File: config.mk
export PLATFORM = sky130hd
export DESIGN_NAME = fixedpt_accumulator
export DESIGN_NICKNAME = d
export VERILOG_FILES = /design/src/rtl/fixedpt_accum_pkg.sv /design/src/rtl/fixedpt_sat_narrow.sv /design/src/rtl/fixedpt_accumulator.sv
export SDC_FILE = /design/constraint.sdc
export NUM_CORES = 1
export LEC_CHECK = 0
export ABC_AREA = 1
export BUFFER_PORTS_ARGS = -buffer_cell sky130_fd_sc_hd__buf_2
export CORE_MARGIN = 2
export CORE_UTILIZATION = 56
export DETAILED_ROUTE_END_ITERATION = 10
export GPL_TIMING_DRIVEN = 0
export PLACE_DENSITY = 0.85
export SETUP_SLACK_MARGIN = 0.4
export SYNTH_ARGS = -nofsm -noshare
export SYNTH_HDL_FRONTEND = slang
export SYNTH_SLANG_ARGS = --single-unit
File: constraint.sdc
create_clock -name clk -period 7.3 [get_ports clk]
set_clock_uncertainty 0.05 [all_clocks]
set_input_delay 0.365 -clock clk [delete_from_list [all_inputs] [get_ports clk]]
set_output_delay 0.365 -clock clk [all_outputs]
set_load 0.02 [all_outputs]
File: src/rtl/fixedpt_accum_pkg.sv
// Shared types and width helpers for the fixed-point accumulate stage.
package fixedpt_accum_pkg;

    typedef enum logic {ACCUM, DONE} accum_state_t;

    // Accumulator width that holds a sum of up to len full-range terms.
    function automatic int acc_width(input int data_w, input int len);
        return data_w + $clog2(len + 1);
    endfunction

endpackage

File: src/rtl/fixedpt_sat_narrow.sv
// Narrows a wide fixed-point value to the output format by clamping or wrapping.
module fixedpt_sat_narrow #(
    parameter int IN_W     = 36,
    parameter int OUT_W    = 32,
    parameter bit SIGN     = 1'b1,
    parameter bit SATURATE = 1'b1
) (
    input  logic signed [IN_W-1:0]  din,
    output logic signed [OUT_W-1:0] dout
);

    function automatic logic [OUT_W-1:0] sat_narrow(input logic signed [IN_W-1:0] x);
        logic [IN_W-OUT_W:0] hi;
        hi = x[IN_W-1:OUT_W-1];
        if (!SATURATE)
            return x[OUT_W-1:0];
        if (SIGN) begin
            // In range only when every bit above the output sign bit matches it.
            if (hi == '0 || hi == '1)
                return x[OUT_W-1:0];
            return x[IN_W-1] ? {1'b1, {(OUT_W-1){1'b0}}} : {1'b0, {(OUT_W-1){1'b1}}};
        end
        return (|hi[IN_W-OUT_W:1]) ? {OUT_W{1'b1}} : x[OUT_W-1:0];
    endfunction

    assign dout = signed'(sat_narrow(din));

endmodule

File: src/rtl/fixedpt_accumulator.sv
// Val/rdy accumulator summing up to LEN products per vector into one narrowed sum.
module fixedpt_accumulator
    import fixedpt_accum_pkg::*;
#(
    parameter int DATA_W   = 32,
    parameter int LEN      = 8,
    parameter bit SIGN     = 1'b1,
    parameter bit SATURATE = 1'b1
) (
    input  logic              clk,
    input  logic              reset,
    input  logic              recv_val,
    output logic              recv_rdy,
    input  logic [DATA_W-1:0] recv_msg,
    input  logic              recv_last,
    output logic              send_val,
    input  logic              send_rdy,
    output logic [DATA_W-1:0] send_msg
);

    localparam int ACC_W = acc_width(DATA_W, LEN);
    localparam int CNT_W = ACC_W - DATA_W;

    accum_state_t              state;
    logic signed [ACC_W-1:0]   acc_p1;
    logic        [CNT_W-1:0]   count_p1;
    logic signed [DATA_W-1:0]  msg_p1;

    logic signed [ACC_W-1:0]   term_p0;
    logic signed [ACC_W-1:0]   sum_p0;
    logic signed [DATA_W-1:0]  narrow_p0;
    logic                      end_p0;

    // Stage p0: extend the incoming term and form the running sum.
    always_comb begin
        term_p0 = '0;
        if (SIGN)
            term_p0 = ACC_W'(signed'(recv_msg));
        else
            term_p0 = signed'(ACC_W'(recv_msg));
        sum_p0 = acc_p1 + term_p0;
        end_p0 = recv_last || (count_p1 == CNT_W'(LEN - 1));
    end

    fixedpt_sat_narrow #(
        .IN_W    (ACC_W),
        .OUT_W   (DATA_W),
        .SIGN    (SIGN),
        .SATURATE(SATURATE)
    ) u_narrow (
        .din (sum_p0),
        .dout(narrow_p0)
    );

    // Stage p1: accumulator, term counter, held result and handshake state.
    always_ff @(posedge clk) begin
        if (reset) begin
            state    <= ACCUM;
            acc_p1   <= '0;
            count_p1 <= '0;
            msg_p1   <= '0;
        end else begin
            case (state)
                ACCUM: begin
                    if (recv_val) begin
                        if (end_p0) begin
                            msg_p1   <= narrow_p0;
                            state    <= DONE;
                            acc_p1   <= '0;
                            count_p1 <= '0;
                        end else begin
                            acc_p1   <= sum_p0;
                            count_p1 <= count_p1 + CNT_W'(1);
                        end
                    end
                end
                DONE: begin
                    if (send_rdy)
                        state <= ACCUM;
                end
                default: state <= ACCUM;
            endcase
        end
    end

    assign recv_rdy = (state == ACCUM);
    assign send_val = (state == DONE);
    assign send_msg = msg_p1;

endmodule

==> results.md <==
- IO Count: 71
- Setup tns final: 0 ps
- Leakage: 0.002923 µW
- CP Class: register to register
- Clk pwr share: 30.6%
- WL/cell: 13.35 µm
- Synth Area in XOR/XNOR: 5.226%
- Max Slew Vio Count: 0
- Outcome: completed
- Worst Path Required: 7490 ps
- Post-route minimum period: 3072 ps
- First-pass iteration count of the detailed router: 5
- Largest net degree at the start of global routing: 13
- Sequential cell area fraction in the yosys report: 29.07%
- Initial antenna violation count: 0
- Compound-gate portion of the synthesized area: 16.70%
- YS warnings: 0
- Max H-tree Level: 3
- Worst hold-check path type: input pin to register
- Synthesized instance count: 784
- Setup violators final: 0
- Post-synth top area cell: dfxtp_1
- Actual slew at the worst max-slew pin: 623.3 ps
- Post-cts hold buffer count: 0
- EDFF count, synth: 0
- Total grt overflow: 0
- Synth top area share: 29.07%
- Clk slew on worst S/H paths: 80 ps
- Clock root cell: clkbuf_8
- Via density: 5.407
- Sw frac: 35.09%
- Peak supply drop: 0.0001034 V
- Post-Synth Adder-Cell Area: 9.358%
- Standard-cell rows: 34
- Post-Synth Simple-Gate Area: 31.63%
- Final Non-Filler Cells: 977
- Logic pwr share: 29.2%
- Area delta synth->final: 13.71%
- Main synth FF type: dfxtp_1
- Number of gates resized after CTS: 0
- Initial core utilization: 57.65%
- Crit path DAT: 3260 ps
- # Post-CTS Setup Buffers: 0
- Cell-internal power: 706.5 µW
- Yosys reg bits: 73
- Syn_area_per_cell: 6.412 µm²
- Syn Std Cell Area: 0.005027 mm²
- Proportion of synthesized area in mux cells: 0%
- CTS max path bufs: 2
- Die X: 98.75 µm
- # placed instances: 962
- Total of max-cap violations: 0
- Worst Setup End Kind: register
- Largest family of logic cells by synthesized area: simple AND/OR/NAND/NOR gates
- Seq pwr share: 40.2%
- Netlist cell types: 33
- Die area: 0.009752 mm²
- Switching power: 382.0 µW
- Synth area leaders: dfxtp_1, nand2_1, a21oi_1
- Worst Path Max Fanout: 10
- Initial detailed-routing violation count: 317
- Dpl hpwl: 10010 µm
- Dpl ws: 4142 ps
- Syn nets: 858
- Vias: 5283
- Final Hold Fails: 0
- Post-route setup slack: 4228 ps
- Core footprint: 0.008721 mm²
- Final GP Congestion: 0.9560
- Diode count: 0
- Die height: 98.75 µm
- Number of clock sinks: 73
- Post-route ant nets: 0
- PD cells: 190.4 mW/mm²
- Worst setup SP type: register
- Rel. slew slack: 58.45%
- DR DRC count: 0
- Max Fclk: 0.3255 GHz
- Gr usage total: 27.28%
- Share of cells above drive strength 1: 13.12%
- Layout Nets: 939
- IO Port Bufs: 70
- CTS buffer count: 9
- Final WL: 13050 µm
- Vias in the first global route: 4787
- First-pass GRT wire length: 21790 µm
- RSZ-0062 raised after global routing: false
- CTS tree: done
- Final worst-path cycle share: 42.08%
- Post-synth ARST share: 0%
- Clk_lat worst skew: 360 ps
## stage by stage
step / instance area, µm² / hold slack [ps] / utilization, % / power (µW)
after floorplan: 5027 / 399.1 / - / 673.8
after global placement: 5513 / 408.0 / 63.21 / 753.7
after detailed placement: 5513 / 412.4 / 63.21 / 757.5
after CTS: 5717 / 241.7 / 65.55 / 1086
after global routing: 5717 / 268.3 / 65.55 / 1146
final: 5717 / 239.1 / 65.55 / 1089
## Yosys cell counts (4+ instances only)
cell type  number
nor2_1         50
dfxtp_1        73
inv_1          73
nand3_2         4
o21bai_1        6
nand3_1        52
ha_1           36
a21oi_1       102
nand2_2         8
nor3_1          4
o21ai_0        38
xnor2_1         8
nand2_1       256
clkbuf_1       15
buf_2           7
xor2_1         22
## cells by family (layout without fill, tap and decap cells)
| group | Yosys count | after routing |
|---|---|---|
| buffers and inverters | 101 | 186 |
| AOI/OAI and AO/OA | 158 | 158 |
| adders and majority gates | 37 | 37 |
| xor gates and xnor gates | 30 | 30 |
| DFF | 73 | 73 |
| and+or+nand+nor | 385 | 385 |
## placed cells by master (no fill, tap or decap)
master      synthesis  routed
nand2_1           256     256
a21oi_1           102     102
buf_2               7      77
inv_1              73      73
dfxtp_1            73      73
nand3_1            52      52
nor2_1             50      50
o21ai_0            38      38
ha_1               36      36
xor2_1             22      22
clkbuf_1           15      15
clkbuf_8            0      11
xnor2_1             8       8
nand2_2             8       8
o21bai_1            6       6
nand3_2             4       4
nor3_1              4       4
buf_1               3       3
a21oi_2             3       3
nor2_2              3       3
nand4_1             3       3
clkinvlp_4          0       3
nand3b_1            2       2
a21o_1              2       2
buf_6               2       2
a211oi_1            2       2
a31oi_1             2       2
inv_2               1       1
and3_1              1       1
nor4_1              1       1
o21a_1              1       1
and2_0              1       1
o21ai_2             1       1
o311ai_0            1       1
fa_1                1       1
bufinv_16           0       1
## power by group through the flow
stage | logic [µW] | registers (µW) | clock network (µW)
after floorplan | 211 | 462 | 0
after global placement | 308 | 446 | 0
after detailed placement | 311 | 446 | 0
after CTS | 314 | 437 | 335
after global routing | 355 | 440 | 351
final | 318 | 437 | 333
## per-layer routing
| layer | global-route usage (%) | part of all wire [%] | wire, µm | vias up |
|---|---|---|---|---|
| met3 | 3.901 | 6.2 | 808 | 21 |
| met1 | 38.61 | 47 | 6128 | 2379 |
| met2 | 43.30 | 45 | 5890 | 176 |
| met5 | 0 | 0 | 0 | - |
| met4 | 8.114 | 1.7 | 218 | 0 |
| li1 | - | - | - | 2707 |
## cell type report
cell class	count	area, µm²
repair buffers	70	350.3
flip-flops and latches	73	1461
clock inverters	4	52.55
clock buffers	11	151.4
inverters	74	277.8
well taps	108	135.1
fillers	849	3004
multi-input cells	610	3163
plain buffers	27	125.1
## state kept, by name (all words and copies together), names as in the netlist
name and cells:
count_p1 4, send_val 1, acc_p1 36, send_msg 32
## final timing paths
kind,startpoint,end,slack [ps],depth (start not counted)
setup / recovery,acc_p1[0]$_SDFFE_PP0P_,send_msg[29]$_SDFFE_PP0P_,4230,17
setup reg to reg,acc_p1[0]$_SDFFE_PP0P_,send_msg[29]$_SDFFE_PP0P_,4230,17
hold / removal,send_rdy,send_val$_SDFF_PP0_,240,4
hold reg to reg,acc_p1[5]$_SDFFE_PP0P_,acc_p1[5]$_SDFFE_PP0P_,420,2
## critical path, stage by stage, from the launching register on
cell and delay (ps):
dfxtp_1 320, ha_1 230, fa_1 450, nand2_1 90, nand2_1 70, nand3_1 100, nand2_1 110, nand2_1 120
nand2_2 120, nand2_1 140, nand2_1 80, nand2_1 70, nand2_1 70, nor2_2 140, nand3_2 100, a21oi_2 270
buf_2 310, a21oi_1 110
Note: power is estimated with default switching activity, not from simulation.
